[config.mk]
export PLATFORM = sky130hd
export DESIGN_NAME = fp_mult_pipe
export DESIGN_NICKNAME = d
export VERILOG_FILES = /design/src/rtl/fp_mac_pkg.sv /design/src/rtl/fp_round_norm.sv /design/src/rtl/fp_mult_pipe.sv
export SDC_FILE = /design/constraint.sdc
export NUM_CORES = 1
export LEC_CHECK = 0
export BUFFER_PORTS_ARGS = -buffer_cell sky130_fd_sc_hd__buf_2
export CORE_ASPECT_RATIO = 0.6
export CORE_UTILIZATION = 50
export DETAILED_ROUTE_END_ITERATION = 10
export PLACE_DENSITY = 0.7
export REMOVE_ABC_BUFFERS = 1
export SYNTH_ARGS = -nofsm -noshare
export SYNTH_HDL_FRONTEND = slang
export SYNTH_SLANG_ARGS = --single-unit
[constraint.sdc]
create_clock -name CLK -period 5.05 [get_ports CLK]
set_input_delay 0.505 -clock CLK [delete_from_list [all_inputs] [get_ports CLK]]
set_output_delay 0.505 -clock CLK [all_outputs]
set_load 0.01 [all_outputs]
[src/rtl/fp_mac_pkg.sv]
// Floating-point definitions shared by the float_MAC multiplier and accumulator:
// operand classes, exception flag bit positions, and bias / special-value helpers.
package fp_mac_pkg;

    typedef enum logic [1:0] {
        CLS_ZERO = 2'd0,
        CLS_NORM = 2'd1,
        CLS_INF  = 2'd2,
        CLS_NAN  = 2'd3
    } fp_class_e;

    localparam int unsigned FLAG_W         = 4;
    localparam int unsigned FLAG_INEXACT   = 0;
    localparam int unsigned FLAG_UNDERFLOW = 1;
    localparam int unsigned FLAG_OVERFLOW  = 2;
    localparam int unsigned FLAG_INVALID   = 3;

    function automatic int unsigned fp_bias(input int unsigned exp_w);
        return (32'd1 << (exp_w - 1)) - 32'd1;
    endfunction

    // Special patterns are built at 64 bits; callers narrow them to their word width.
    function automatic logic [63:0] fp_inf_pat(input logic sign, input int unsigned exp_w,
                                               input int unsigned man_w);
        logic [63:0] v;
        v = ((64'd1 << exp_w) - 64'd1) << man_w;
        v = v | ({63'd0, sign} << (exp_w + man_w));
        return v;
    endfunction

    function automatic logic [63:0] fp_nan_pat(input int unsigned exp_w,
                                               input int unsigned man_w);
        return (((64'd1 << exp_w) - 64'd1) << man_w) | 64'd1;
    endfunction

    // Subnormal encodings classify as zero (flush-to-zero datapath).
    function automatic fp_class_e fp_classify(input logic exp_zero, input logic exp_ones,
                                              input logic frac_nz);
        fp_class_e cls;
        if (exp_zero) begin
            cls = CLS_ZERO;
        end else if (exp_ones) begin
            cls = frac_nz ? CLS_NAN : CLS_INF;
        end else begin
            cls = CLS_NORM;
        end
        return cls;
    endfunction

endpackage

[src/rtl/fp_round_norm.sv]
// Stage-2 datapath: normalise the raw significand product and round to nearest-even.
// With FPMUL_FLAGS_EN defined it also reports whether any dropped bit was set.
module fp_round_norm #(
    parameter int unsigned EXP_W = 5,
    parameter int unsigned MAN_W = 10
) (
    input  logic [2*MAN_W+1:0]      i_prod,
    input  logic signed [EXP_W+1:0] i_esum,
    output logic [MAN_W-1:0]        o_frac,
    output logic signed [EXP_W+1:0] o_esum
`ifdef FPMUL_FLAGS_EN
    ,
    output logic                    o_inexact
`endif
);

    localparam int unsigned PW = 2 * MAN_W + 2;
    localparam int unsigned SW = EXP_W + 2;
    localparam logic signed [SW-1:0] ONE_S = SW'(1);

    logic                 w_msb;
    logic [MAN_W-1:0]     w_frac;
    logic                 w_guard;
    logic                 w_sticky;
    logic                 w_roundup;
    logic                 w_carry;
    logic [MAN_W:0]       w_frac_rnd;
    logic signed [SW-1:0] w_esum_n;

    assign w_msb = i_prod[PW-1];

    // Product of two [1,2) significands lies in [1,4); a set MSB means one extra shift.
    always_comb begin
        if (w_msb) begin
            w_frac   = i_prod[PW-2 -: MAN_W];
            w_guard  = i_prod[MAN_W];
            w_sticky = |i_prod[MAN_W-1:0];
            w_esum_n = i_esum + ONE_S;
        end else begin
            w_frac   = i_prod[PW-3 -: MAN_W];
            w_guard  = i_prod[MAN_W-1];
            w_sticky = |i_prod[MAN_W-2:0];
            w_esum_n = i_esum;
        end
    end

    assign w_roundup  = w_guard & (w_sticky | w_frac[0]);
    assign w_frac_rnd = {1'b0, w_frac} + {{MAN_W{1'b0}}, w_roundup};
    assign w_carry    = w_frac_rnd[MAN_W];

    // On carry-out the low bits are already zero, leaving 1.0 at the next exponent.
    assign o_frac = w_frac_rnd[MAN_W-1:0];
    assign o_esum = w_esum_n + $signed({{(SW-1){1'b0}}, w_carry});

`ifdef FPMUL_FLAGS_EN
    assign o_inexact = w_guard | w_sticky;
`endif

endmodule

[src/rtl/fp_mult_pipe.sv]
// Three-stage valid/ready floating-point multiplier (flush-to-zero, round-to-nearest-even).
// Defining FPMUL_FLAGS_EN adds the {invalid, overflow, underflow, inexact} flags port.
module fp_mult_pipe
    import fp_mac_pkg::*;
#(
    parameter int unsigned EXP_W = 5,
    parameter int unsigned MAN_W = 10,
    localparam int unsigned FW = 1 + EXP_W + MAN_W
) (
    input  logic              CLK,
    input  logic              RESET,
    input  logic              in_valid,
    output logic              in_ready,
    input  logic [FW-1:0]     a,
    input  logic [FW-1:0]     b,
    output logic              out_valid,
    input  logic              out_ready,
    output logic [FW-1:0]     result
`ifdef FPMUL_FLAGS_EN
    ,
    output logic [FLAG_W-1:0] flags
`endif
);

    localparam int unsigned PW = 2 * MAN_W + 2;
    localparam int unsigned SW = EXP_W + 2;
    localparam logic signed [SW-1:0] BIAS_S = SW'(fp_bias(EXP_W));
    localparam logic signed [SW-1:0] EMAX_S = SW'((1 << EXP_W) - 1);
    localparam logic [FW-1:0]        NAN_PAT = FW'(fp_nan_pat(EXP_W, MAN_W));

    logic w_adv;

    logic [EXP_W-1:0]     w_ea;
    logic [EXP_W-1:0]     w_eb;
    logic [MAN_W-1:0]     w_fa;
    logic [MAN_W-1:0]     w_fb;
    fp_class_e            w_cls_a;
    fp_class_e            w_cls_b;
    logic signed [SW-1:0] w_esum1;
    logic [PW-1:0]        w_prod1;

    logic                 r_v1;
    logic                 r_sign1;
    fp_class_e            r_cls_a1;
    fp_class_e            r_cls_b1;
    logic signed [SW-1:0] r_esum1;
    logic [PW-1:0]        r_prod1;

    logic [MAN_W-1:0]     w_frac2;
    logic signed [SW-1:0] w_esum2;

    logic                 r_v2;
    logic                 r_sign2;
    fp_class_e            r_cls_a2;
    fp_class_e            r_cls_b2;
    logic signed [SW-1:0] r_esum2;
    logic [MAN_W-1:0]     r_frac2;

    logic                 w_any_nan;
    logic                 w_any_inf;
    logic                 w_any_zero;
    logic                 w_invalid;
    logic                 w_finite;
    logic                 w_ovf;
    logic                 w_unf;
    logic [FW-1:0]        w_res3;

    logic                 r_v3;
    logic [FW-1:0]        r_result;

`ifdef FPMUL_FLAGS_EN
    logic                 w_inexact2;
    logic                 r_inexact2;
    logic [FLAG_W-1:0]    w_flags3;
    logic [FLAG_W-1:0]    r_flags;
`endif

    // Whole pipe moves in lockstep; only a stalled full output stage blocks it.
    assign w_adv     = ~r_v3 | out_ready;
    assign in_ready  = w_adv;
    assign out_valid = r_v3;
    assign result    = r_result;
`ifdef FPMUL_FLAGS_EN
    assign flags     = r_flags;
`endif

    // Stage 1: unpack, classify, exponent sum and full significand product.
    assign w_ea    = a[FW-2 -: EXP_W];
    assign w_eb    = b[FW-2 -: EXP_W];
    assign w_fa    = a[MAN_W-1:0];
    assign w_fb    = b[MAN_W-1:0];
    assign w_cls_a = fp_classify(w_ea == '0, &w_ea, |w_fa);
    assign w_cls_b = fp_classify(w_eb == '0, &w_eb, |w_fb);
    assign w_esum1 = $signed({2'b00, w_ea}) + $signed({2'b00, w_eb}) - BIAS_S;
    assign w_prod1 = PW'({1'b1, w_fa}) * PW'({1'b1, w_fb});

    always_ff @(posedge CLK or posedge RESET) begin
        if (RESET) begin
            r_v1     <= 1'b0;
            r_sign1  <= 1'b0;
            r_cls_a1 <= CLS_ZERO;
            r_cls_b1 <= CLS_ZERO;
            r_esum1  <= '0;
            r_prod1  <= '0;
        end else if (w_adv) begin
            r_v1     <= in_valid;
            r_sign1  <= a[FW-1] ^ b[FW-1];
            r_cls_a1 <= w_cls_a;
            r_cls_b1 <= w_cls_b;
            r_esum1  <= w_esum1;
            r_prod1  <= w_prod1;
        end
    end

    // Stage 2: normalise and round.
    fp_round_norm #(
        .EXP_W (EXP_W),
        .MAN_W (MAN_W)
    ) u_round_norm (
        .i_prod    (r_prod1),
        .i_esum    (r_esum1),
        .o_frac    (w_frac2),
        .o_esum    (w_esum2)
`ifdef FPMUL_FLAGS_EN
        ,
        .o_inexact (w_inexact2)
`endif
    );

    always_ff @(posedge CLK or posedge RESET) begin
        if (RESET) begin
            r_v2     <= 1'b0;
            r_sign2  <= 1'b0;
            r_cls_a2 <= CLS_ZERO;
            r_cls_b2 <= CLS_ZERO;
            r_esum2  <= '0;
            r_frac2  <= '0;
`ifdef FPMUL_FLAGS_EN
            r_inexact2 <= 1'b0;
`endif
        end else if (w_adv) begin
            r_v2     <= r_v1;
            r_sign2  <= r_sign1;
            r_cls_a2 <= r_cls_a1;
            r_cls_b2 <= r_cls_b1;
            r_esum2  <= w_esum2;
            r_frac2  <= w_frac2;
`ifdef FPMUL_FLAGS_EN
            r_inexact2 <= w_inexact2;
`endif
        end
    end

    // Stage 3: exception priority NaN > inf > zero > overflow > underflow > normal.
    assign w_any_nan  = (r_cls_a2 == CLS_NAN) | (r_cls_b2 == CLS_NAN);
    assign w_any_inf  = (r_cls_a2 == CLS_INF) | (r_cls_b2 == CLS_INF);
    assign w_any_zero = (r_cls_a2 == CLS_ZERO) | (r_cls_b2 == CLS_ZERO);
    assign w_invalid  = w_any_nan | (w_any_inf & w_any_zero);
    assign w_finite   = ~w_invalid & ~w_any_inf & ~w_any_zero;
    assign w_ovf      = w_finite & (r_esum2 >= EMAX_S);
    assign w_unf      = w_finite & ~w_ovf & (r_esum2[SW-1] | (r_esum2 == '0));

    always_comb begin
        w_res3 = {r_sign2, r_esum2[EXP_W-1:0], r_frac2};
        if (w_invalid) begin
            w_res3 = NAN_PAT;
        end else if (w_any_inf | w_ovf) begin
            w_res3 = FW'(fp_inf_pat(r_sign2, EXP_W, MAN_W));
        end else if (w_any_zero | w_unf) begin
            w_res3 = {r_sign2, {(FW-1){1'b0}}};
        end
    end

`ifdef FPMUL_FLAGS_EN
    always_comb begin
        w_flags3                 = '0;
        w_flags3[FLAG_INVALID]   = w_invalid;
        w_flags3[FLAG_OVERFLOW]  = w_ovf;
        w_flags3[FLAG_UNDERFLOW] = w_unf;
        w_flags3[FLAG_INEXACT]   = w_ovf | w_unf | (w_finite & r_inexact2);
    end
`endif

    always_ff @(posedge CLK or posedge RESET) begin
        if (RESET) begin
            r_v3     <= 1'b0;
            r_result <= '0;
`ifdef FPMUL_FLAGS_EN
            r_flags  <= '0;
`endif
        end else if (w_adv) begin
            r_v3     <= r_v2;
            r_result <= w_res3;
`ifdef FPMUL_FLAGS_EN
            r_flags  <= w_flags3;
`endif
        end
    end

endmodule

# == Word-level counts from Yosys, hierarchy flattened ==
# Cells that the tools add are included.
# classes
mux,13
addsub,5
eq_ne,4
magnitude_cmp,1
reduce_logical,11
multipliers,1
n_bitwise,22
# ops
op,n
two-way mux 15 bit,2
OR reduction 10 bit,3
multiplier 11 x 11 -> 22 bit,1
two-way mux 16 bit,1
adder 10 x 1 -> 11 bit,1
zero test 5 bit,2
two-way mux 10 bit,1
AND reduction 5 bit,2
bitwise OR 1 bit,9
OR reduction 9 bit,1
== test 2 bit (second input constant),4
two-way mux 2 bit,4
adder 7 x 2 -> 7 bit,1
adder 7 x 2 -> 7 bit (second input constant),1
AND 1 bit,7
>= comparator 7 x 6 -> 1 bit (second input constant),1
zero test 7 bit,1
two-way mux 7 bit,1
subtractor 6 x 4 -> 7 bit (second input constant),1
adder 5 x 5 -> 6 bit,1
NOT 1 bit,5
zero test 2 bit,2
two-way mux 1 bit,4
XOR 1 bit,1
# word_totals
output_inout_bits,18
regBits,75
in_bits,36

# == Longest topological paths before layout ==
# Gate-level depths: netlist of the first run.
# depth
word_depth,15
ltp_mapped,20
mapped_depth_nobuf,18

# == Cells and area by module ==
# Synthesis of the first run repeated with hierarchy kept, for this count alone.
# unflattened
hier_cells,924
hier_area_um2,7951.4
# by_module_without_submodules
mod,area_each_um2,cells_per_inst,n_inst
fp_mult_pipe,7238.2,823,1
fp_round_norm,713.2,101,1

# == Worst setup path before layout of the first run ==
# No wires, ideal clock.
# synth_path
kind,input-to-reg
from,in b[4]
to,reg r_prod1[17]
slack_ps,70
stages,18
setup_ps,121
arrival_time_ps,4859
path_cell_list,clkbuf_1 nand2_1 fa_1 inv_1 fa_1 inv_1 fa_1 inv_1 fa_1 inv_1 fa_1 inv_1 ha_1 nand2_1 a211o_1 o21a_1 mux2i_1 a22o_1
# synth_via
elab_chain_len,1
# synth_rtl
element,line_no,text
start: declaration,fp_mult_pipe.sv:15,"input logic [FW-1:0] b,"
multiplier 11 x 11 -> 22 bit,fp_mult_pipe.sv:95,"assign w_prod1 = PW'({1'b1, w_fa}) * PW'({1'b1, w_fb});"
end signal: assignment,fp_mult_pipe.sv:111,r_prod1 <= w_prod1;
end: declaration,fp_mult_pipe.sv:47,logic [PW-1:0] r_prod1;
# No other way between the ends.
# A chain may end at the register's enable or synchronous reset.

# == Worst setup path in the final report of the first run ==
# layout_path
from,in b[9]
to,reg r_prod1[21]
# Same word-level chain as after synthesis.

==> impl_results.md, run 1 <==
- Status: completed
- Clk Latency, worst-skew pair: approximately 0.34 ns
- Clock tree buffer depth: 2
- Final WL: approximately 17,000 um
- Largest net degree at the start of global routing: 80
- Antenna diodes: 0
- Reg-to-Reg Start: r_prod1[21]
- Netlist area before placement: ~8000 um2
- Via count: between 6,000 and 7,000
- Io pins: 54
- Synth cell types: 59
- M3 GR Usage: 0.0508
- Synth Flop Type: dfrtp_1
- Met1 Track Usage GR: 0.374
- Setup-failing EPs final: 0
- GP Congestion: 0.913
- Syn-to-layout area delta: 12.1%
- Total CTS buffers: 9
- Initial Utilization: 0.516
- Leakage: 0.00452 uW
- Hold Fails Final Rpt: 0
- Post-CTS Setup Repair Bufs: 0
- CP Capture Type: flip-flop
- Total iterations of the first detailed-routing run: 5
- H-tree depth: 3
- Skew final: a little over 0.009 ns
- Layout cells sized above 1: 0.127
- Worst Setup Path Type: primary input to flip-flop
- RSZ-0062 raised after global routing: false
- Fin worst setup slack: roughly 0.32 ns
- Period utilization: 0.937
- Detail Placement HPWL: approximately 14,000 um
- R2R depth: 15
- Remaining global-route overflow: 0
- Async set-reset flop share out of synthesis: 1.00
- Starting DRT DRC Count: ~540
- Core area: ~15,000 um2
- Most common cell after layout, fill and taps aside: nand2_1
- Syn Inst Count: roughly 930
- Chip width: between 150 and 200 um
- DRC: 0
- Antenna violations before repair: 0
- R2R Path End: r_esum2[4]
- Slew Viols, Final: 0
- Final-stage net count: ~1,200
- CTS Hold Bufs: 0
- Worst Path Max Fanout: 6
- Yosys reg bits: 75
- Vias in the first global route: about 6,100
- Non-filler cells, final: approximately 1,200
- CP Data Required Time: approximately 5.3 ns
- Register area share after synthesis: 0.235
- Most Crowded Layer GR: met1
- Die area: 16,500 um2
- Reg clk slew, reported paths: approximately 0.06 ns
- GR Util met2: 0.318
- CTS tree: done
- CTS root buffer: clkbuf_16
- Commonest cells after routing, fill and taps aside: 151 x nand2_1, 139 x inv_1, 81 x fa_1
- Synthesized area per cell: 8.54 um2
- Max-Cap Viols: 0
- Crit start category: primary input
- Routed vias/inst: approximately 5.3
- Die height: roughly 100 um
- # resized after CTS: 0
- Peak supply drop: between 0.4 and 0.5 mV
- Fin crit period: around 4.7 ns
- Number of routed nets with antenna violations: 0
- Yosys Warn Count: 0
- Tot GR Track Use: 0.232
- Post-Place Cells: ~1,200
- EDFF count, synth: 0
- Row count: 35
- Port bufs: 53
- HP Class: primary input to asynchronous set/reset pin
- Max-slew headroom: 0.499
- Worst Path Arrival: 4.97 ns
- Clk sinks: 75
- First-pass GRT wire length: a little over 30,000 um
- Pwr Density: just over 600 nW/um2
- Worst Tran Pin Value: 0.752 ns
- Flop2flop setup slack: around 2.0 ns
- Max Fclk: between 200 and 250 MHz
- Dpl ws: -0.0125 ns
- Routed len/inst: 14.5 um
## through the flow
| step | hold WS, ns | total power, uW | setup TNS [ns] | util | cell area [um2] |
|---|---|---|---|---|---|
| final | 0.285 | 5570 | 0 | 0.578 | 8940 |
| after global routing | 0.361 | 6180 | 0 | 0.578 | 8940 |
| after CTS | 0.313 | 5580 | 0 | 0.578 | 8940 |
| after detailed placement | 0.454 | 4890 | -0.0158 | 0.559 | 8640 |
| after global placement | 0.449 | 4850 | 0 | 0.559 | 8640 |
| after floorplan | 0.430 | 3740 | 0 | - | 7770 |
## how the worst max path moves through the flow
stage                  endpoint      start  slack [ns]
floorplan             result[1]  out_ready        0.14
global placement    r_prod1[17]       a[1]        0.04
detailed placement  r_prod1[18]       a[5]       -0.01
CTS                 r_prod1[18]       a[5]        0.34
global route        r_prod1[20]       b[4]        0.02
finish              r_prod1[21]       b[9]        0.32
## Yosys cell counts, types with 3 or more instances
cell	count	area, um2
o21ai_0	43	215
xor2_1	18	158
xnor2_1	13	114
nand4_1	5	31.3
mux2_2	3	33.8
and2_1	41	257
clkbuf_1	34	128
nand3_1	20	100
nor2_1	50	188
a211oi_1	7	52.6
ha_1	72	901
nand2_1	151	567
and3_1	7	43.8
dfrtp_1	75	1880
inv_1	140	526
nand2b_1	7	43.8
a31oi_1	6	37.5
o21a_1	5	37.5
nor4_1	9	56.3
buf_2	5	25.0
nand3b_1	3	22.5
buf_1	8	30.0
fa_1	81	1620
nor2b_1	5	31.3
nor3_1	10	50.1
a21o_1	10	75.1
mux2i_1	3	30.0
o31ai_1	3	22.5
o211ai_1	6	45.0
a22o_1	13	114
a21oi_1	47	235
## registers in the layout, summed over array words and instances (netlist names)
name,cells
r_cls_b1,2
out_valid,1
result,16
r_cls_b2,2
r_sign2,1
r_prod1,22
r_esum2,7
r_cls_a1,2
r_v1,1
r_v2,1
r_esum1,7
r_frac2,10
r_sign1,1
r_cls_a2,2
## final cells by class
type                            instances  area, um2
Fill cell                            1426       6520
Multi-Input combinational cell        669       5380
Sequential cell                        75       1880
Timing Repair Buffer                   98        603
Inverter                              141        529
Tap cell                              203        254
Clock buffer                           10        239
Clock inverter                          6       63.8
## cell families (layout without fill, tap and decap cells)
family / count (synthesis) / count (layout) / share of synthesized area
AOI/OAI and AO/OA: 161 / 161 / 0.127
xor gates and xnor gates: 31 / 31 / 0.0340
adders and majority gates: 153 / 153 / 0.316
buffers and inverters: 190 / 255 / 0.0920
DFF: 75 / 75 / 0.235
muxes: 6 / 6 / 0.00800
and+or+nand+nor: 318 / 318 / 0.187
## worst max-delay path: stages
cell and delay (ns):
buf_2 0.14, inv_1 0.09, nor2_1 0.06, fa_1 0.50
inv_1 0.05, fa_1 0.54, inv_1 0.06, fa_1 0.50
fa_1 0.54, inv_1 0.05, fa_1 0.52, inv_1 0.04
ha_1 0.33, a21oi_1 0.26, and3_1 0.26, o21a_1 0.17
o211ai_1 0.10, a211oi_1 0.26
## metal layers
metal	wire (um)	share of wire
met1	9340	0.54
met2	6790	0.39
met3	1180	0.068
met4	119	0.0068
met5	0	0
## power breakdown
group	leakage (uW)	switching (uW)	internal, uW
combinational	0.00346	2100	1690
sequential	0.000914	243	878
clock	0.000145	260	396
total	0.00452	2610	2960
(Power assumes the default switching activity.)
==> run 2: changes to the inputs <==
CORE_UTILIZATION = 65   (was 50)
PLACE_DENSITY = 0.87   (was 0.7)
==> run 2 against run 1 <==
  * Wire length increased by 6.3%
  * Flip-flop and latch count unchanged
  * Combinational power increased by 3%
  * Power increased by 2.5%
  * Die area decreased by 23%
  * Via count increased by 7.0%
  * Critical path depth unchanged
  * Non-clock buffer count decreased by 9
  * Critical endpoint is now r_prod1[20]
  * Design area decreased by 1.1%
  * Sequential share of layout area increased by 0.24 points
==> impl_results.md, run 2 (synthesis results as in run 1) <==
- Status: completed
- Routed len/inst: 16.1 um (+11%)
- Vias in the first global route: 6,711 (+11%)
- Peak per-stage delay on the critical path: 0.55 ns (about the same)
- Hold Fails Final Rpt: 0 (unchanged)
- Initial Utilization: 0.686 (+0.170)
- Row count: 30 (-14%)
- CTS tree: done
- Critical Path Most Common Cell: fa_1
- First-pass GRT wire length: 31,900 um (+5.7%)
- RSZ-0062 raised after global routing: true
- Final Instance Area: 8840 um2 (-1.1%)
- Worst Setup Path Type: primary input to flip-flop
- Remaining global-route overflow: 0 (unchanged)
- DRC: 0 (unchanged)
- Total iterations of the first detailed-routing run: 6 (+1)
- Pwr Density: 646 nW/um2 (+3.7%)
- Worst Path Max Fanout: 7 (+1)
- Leakage: 0.00449 uW (-0.70%)
- CTS Hold Bufs: 0 (unchanged)
- HP Class: primary input to asynchronous set/reset pin
- Final-stage net count: 1,174 (-0.76%)
- Via count: 6,763 (+7.0%)
- Crit start category: primary input
- Detail Placement HPWL: 14,000 um (+1.2%)
- Max-Cap Viols: 0 (unchanged)
- Peak supply drop: 0.421 mV (-9.1%)
- Largest net degree at the start of global routing: 79 (-1.3%)
- Fin crit period: 4.80 ns (+0.0642 ns)
- Number of routed nets with antenna violations: 0 (unchanged)
- Final WL: 18,500 um (+6.3%)
- Worst Tran Pin Value: 0.785 ns (+0.0336 ns)
- GP Congestion: 0.921 (+0.90%)
- Period utilization: 0.950 (+0.0127)
- Placement Cell Area: 8520 um2 (-1.4%)
- Commonest cells after routing, fill and taps aside: 151 x nand2_1, 139 x inv_1, 81 x fa_1
- Layout cells sized above 1: 0.120 (-0.00680)
- Io pins: 54 (unchanged)
- Syn-to-layout area delta: 10.8%
- Die height: 87.8 um (-12%)
- Skew final: 0.00637 ns (-0.00292 ns)
- H-tree depth: 3 (unchanged)
- CP Data Required Time: 5.23 ns (-0.06 ns)
- Starting DRT DRC Count: 640 (+19%)
- CP Capture Type: flip-flop
- Crit path max-delay cell type: fa_1
- Die area: 12,700 um2 (-23%)
- Worst Path Arrival: 4.98 ns (about the same)
- Port bufs: 53 (unchanged)
- Total CTS buffers: 9 (unchanged)
- Max FFs per register: 22 (unchanged)
- Post-CTS Setup Repair Bufs: 0 (unchanged)
- Top reg by flops: r_prod1
- Tot GR Track Use: 0.316 (+0.0845)
- # resized after CTS: 0 (unchanged)
- Antenna violations before repair: 0 (unchanged)
- Buf/Inv on CP: 5 (-1)
- Critical path's top delay family: adder cells
- Routed vias/inst: 5.89 (+12%)
- Slew Viols, Final: 0 (unchanged)
- Clk sinks: 75 (unchanged)
- Max Fclk: 208 MHz (-1.3%)
- Reg clk slew, reported paths: 0.06 ns (about the same)
- Setup-failing EPs final: 0 (unchanged)
- Core area: 11,600 um2 (-25%)
- Antenna diodes: 0 (unchanged)
- Chip width: 145 um (-12%)
- Setup TNS: 0 ns (unchanged)
- Max-slew headroom: 0.476 (-0.0232)
- Clk Latency, worst-skew pair: 0.34 ns (about the same)
- Clock tree buffer depth: 2 (unchanged)
- Worst path cell trace: buf_2 -> and2_1 -> fa_1 -> inv_1 -> fa_1 -> inv_1 -> fa_1 -> fa_1 -> inv_1 -> fa_1 -> inv_1 -> ha_1 -> nand2_1 -> nor3_1 -> nand3_1 -> a31oi_1 -> xnor2_1 -> a21oi_1
- Layout fillers: 837 (-41%)
- Most common cell after layout, fill and taps aside: nand2_1
- CTS root buffer: clkbuf_16
run 2: cell types whose count changed in the layout (fill, tap and decap cells not counted):
cell | before | now
inv_6 | 1 | 0
a21oi_1 | 47 | 46
buf_4 | 45 | 36
a21oi_2 | 0 | 1
nor2_2 | 0 | 1
nor2_1 | 50 | 49
clkinvlp_4 | 2 | 1
bufinv_16 | 1 | 2
run 2: cell type report:
type / instances / area (um2) / share of cell area
clock buffers: 10 / 239 / 0.0270
multi-input cells: 669 / 5380 / 0.609
repair buffers: 89 / 536 / 0.0606
well taps: 160 / 200 / 0.0226
flip-flops and latches: 75 / 1880 / 0.212
clock inverters: 5 / 77.6 / 0.00877
inverters: 141 / 529 / 0.0599
run 2: layer usage:
layer  GRT usage  up-vias  part of all wire
li1            -     3133                 -
met1       0.454     3280              0.45
met2       0.497      312              0.44
met3      0.0688       38             0.096
met4      0.0696        0             0.012
met5           0        -                 0
run 2: worst reg2reg max path, delay by kind of cell (launching register included):
| kind | cells | cell delay [ns] |
|---|---|---|
| simple gates | 5 | 0.84 |
| fa+ha+maj | 3 | 0.72 |
| compound gates | 5 | 0.71 |
| flops | 1 | 0.36 |
| buf+inv | 2 | 0.34 |
| xor+xnor | 1 | 0.15 |
run 2: path summary, 6_finish.rpt:
path | startpoint | endpoint | slack, ns | depth (start not counted)
min in group CLK | in_valid | r_v1 | 0.37 | 3
max in group asynchronous | RESET | r_esum1[6] | 3.78 | 3
setup reg to reg | r_prod1[21] | r_esum2[4] | 1.82 | 16
setup / recovery | b[8] | r_prod1[20] | 0.25 | 18
hold reg to reg | r_v2 | out_valid | 0.46 | 1
hold / removal | RESET | result[4] | 0.25 | 2
run 2: power by group:
group	switching [uW]	internal (uW)
Sequential	244	878
Combinational	2220	1680
Clock	247	441
Total	2710	3000
run 2: per-stage QoR:
step                hold slack [ns]  setup WS (ns)  instances  power [uW]   util
finish                        0.252          0.252       1149        5710  0.760
global route                  0.326        -0.0113       1149        6230  0.760
floorplan                     0.430          0.136        885        3740      -
global placement              0.440         0.0293       1134        4760  0.732
detailed placement            0.446        -0.0695       1134        4870  0.732
CTS                           0.285          0.244       1149        5630  0.759
==> run 3: changes to the inputs <==
PLACE_DENSITY = 0.95   (was 0.87)
RECOVER_POWER = 100   (was unset)
==> run 3 against run 2 <==
  * The run now ends with capacitance limit, slew limit left
  * Flip-flop and latch count is the same
  * Core utilization up 0.58 points
  * Register-to-register slack got worse by 0.54 ns
  * Maximum frequency is 2.2% lower
  * Largest power group unchanged
==> impl_results.md, run 3 (synthesis results as in run 1) <==
- Largest net degree at the start of global routing: 80 (+1.3%)
- Layout fillers: 782 (-6.6%)
- Hold Fails Final Rpt: 0 (unchanged)
- Max FFs per register: 22 (unchanged)
- HP Class: primary input to flip-flop
- GP Congestion: 0.907 (-1.6%)
- First-pass GRT wire length: 33,900 um (+6.2%)
- Switching Share: 0.481 (+0.00561)
- Worst Tran Pin Value: 3.96 ns (+3.17 ns)
- Slew Viols, Final: 76 (+76)
- Violated checks: capacitance limit, slew limit
- Worst Path Max Fanout: 6 (-1)
- Peak per-stage delay on the critical path: 0.55 ns (about the same)
- Antenna violations before repair: 0 (unchanged)
- Remaining global-route overflow: 0 (unchanged)
- Initial Utilization: 0.686 (unchanged)
- Chip width: 145 um (unchanged)
- H-tree depth: 3 (unchanged)
- CTS tree: done
- Max-Cap Viols: 1 (+1)
- Syn-to-layout area delta: 11.6%
- Leakage: 0.00448 uW (-0.32%)
- Total CTS buffers: 9 (unchanged)
- Final WL: 19,900 um (+7.6%)
- Hold EP: r_v1
- FF+latch area: 1880 um2 (unchanged)
- Most common cell after layout, fill and taps aside: nand2_1
- DRC: 0 (unchanged)
- Worst Hold Depth: 3
- Layout cells sized above 1: 0.107 (-0.0136)
- Io pins: 54 (unchanged)
- Total power: 5860 uW (+2.5%)
- Port bufs: 53 (unchanged)
- Non-filler cells, final: 1,163 (+1.2%)
- Net Sw Power: 2820 uW (+3.8%)
- Commonest cells after routing, fill and taps aside: 151 x nand2_1, 141 x inv_1, 81 x fa_1
- Multi-input logic area: 5360 um2 (-0.35%)
- Row count: 30 (unchanged)
- Total iterations of the first detailed-routing run: 5 (-1)
- Final-stage net count: 1,187 (+1.1%)
- Crit start category: primary input
- Top reg by flops: r_prod1
- R2R depth: 14 (-2)
- Skew final: 0.00619 ns (-0.000175 ns)
- CTS Hold Bufs: 0 (unchanged)
- Period utilization: 0.972 (+0.0217)
- Post-Place Cells: 1,146 (+1.1%)
- Peak supply drop: 0.458 mV (+8.8%)
- Die area: 12,700 um2 (unchanged)
- Status: finished with violations
- Clock tree buffer depth: 2 (unchanged)
- Max-slew headroom: -1.64 (-2.12)
- Fin crit period: 4.91 ns (+0.110 ns)
- Hold path startpoint: in_valid
- Worst Setup Path Type: primary input to flip-flop
- Die height: 87.8 um (unchanged)
- Critical path's top delay family: adder cells
- CP Capture Type: flip-flop
- Max Fclk: 204 MHz (-2.2%)
- Routed vias/inst: 5.94 (+0.93%)
- Clk sinks: 75 (unchanged)
- Critical Path Start: b[9]
- R2R Path End: r_esum2[4]
- Core area: 11,600 um2 (unchanged)
- Worst path cell trace: buf_2 -> inv_1 -> nor2_1 -> fa_1 -> inv_1 -> fa_1 -> inv_1 -> fa_1 -> fa_1 -> inv_1 -> fa_1 -> inv_1 -> ha_2 -> nand2_1 -> nor3_1 -> nand3_1 -> a31oi_1 -> xnor2_1 -> a21oi_1
- Crit path max-delay cell type: fa_1
- Flop2flop setup slack: 1.28 ns (-0.54 ns)
- Tot GR Track Use: 0.338 (+0.0221)
- Antenna diodes: 0 (unchanged)
- Vias in the first global route: 7,128 (+6.2%)
- Clk Latency, worst-skew pair: 0.34 ns (about the same)
- Via count: 6,909 (+2.2%)
- Clk pwr share: 0.125 (+0.004)
- Worst Path Arrival: 5.11 ns (+0.13 ns)
- Starting DRT DRC Count: 756 (+18%)
- CTS root buffer: clkbuf_16
- Routed len/inst: 17.1 um (+6.3%)
- Pwr Density: 657 nW/um2 (+1.8%)
- Buf/Inv on CP: 6 (+1)
- Logic pwr share: 0.679 (-0.004)
- CP Data Required Time: 5.25 ns (+0.02 ns)
- Setup-failing EPs final: 0 (unchanged)
- Internal: 3040 uW (+1.4%)
- Seq pwr share: 0.197 (about the same)
- Reg clk slew, reported paths: 0.06 ns (about the same)
- Detail Placement HPWL: 15,000 um (+7.0%)
- Number of routed nets with antenna violations: 0 (unchanged)
- Reg-to-Reg Start: r_prod1[21]
[run 3: cell count changes in the layout (fill, tap and decap cells not counted), moves of 2 or more]
cell / delta
and2_1: -2
clkbuf_1: +23
buf_4: +9
and2_0: +2
buf_2: -20
inv_1: +2
inv_2: -2
[run 3: how the worst max path moves through the flow]
stage	to	cells after the start
floorplan	result[1]	5
finish	r_prod1[20]	19
global placement	r_prod1[17]	18
detailed placement	r_prod1[19]	18
CTS	r_prod1[15]	18
global route	r_prod1[19]	18
[run 3: cell type report]
type                    count  area share
well taps                 160      0.0225
repair buffers            102      0.0670
flip-flops and latches     75       0.211
clock buffers               9      0.0253
multi-input cells         669       0.602
inverters                 141      0.0594
clock inverters             7      0.0131
[run 3: per-layer routing]
layer | global-route usage | wire (um) | vias to the layer above
li1 | - | - | 3155
met5 | 0 | 0 | -
met3 | 0.0740 | 1860 | 54
met4 | 0.104 | 501 | 0
met1 | 0.446 | 8410 | 3340
met2 | 0.569 | 9160 | 360
[run 3: worst register-to-register path, delay by kind of cell (launching register included)]
| family | cells | cell delay [ns] |
|---|---|---|
| buffers and inverters | 3 | 1.33 |
| adder cells (fa/ha/maj) | 2 | 0.48 |
| flip-flops | 1 | 0.55 |
| AND/OR/NAND/NOR | 4 | 0.57 |
| AO/OA/AOI/OAI | 4 | 0.55 |
| XOR/XNOR | 1 | 0.15 |
[run 3: power groups by stage]
stage	combinational, uW	clock (uW)	sequential, uW
2_1_floorplan	2640	0	1100
3_3_place_gp	3620	0	1110
3_5_place_dp	3790	0	1130
4_1_cts	3880	733	1140
5_1_grt	4440	751	1180
6_report	3970	730	1150
[run 3: stage by stage]
step           TNS [ns]  setup slack, ns   util  hold slack, ns  cell area (um2)
3_5_place_dp      -1.04           -0.192  0.740           0.452             8610
4_1_cts               0           0.0841  0.769           0.393             8950
2_1_floorplan         0            0.136      -           0.430             7770
3_3_place_gp          0           0.0201  0.740           0.441             8610
6_report              0            0.142  0.766           0.396             8910
5_1_grt         -0.0349          -0.0245  0.766           0.408             8910
[run 3: timing repair]
action,in CTS,in global routing
gates resized for setup,0,5
endpoints found under the setup margin,0,7
setup buffers,0,1
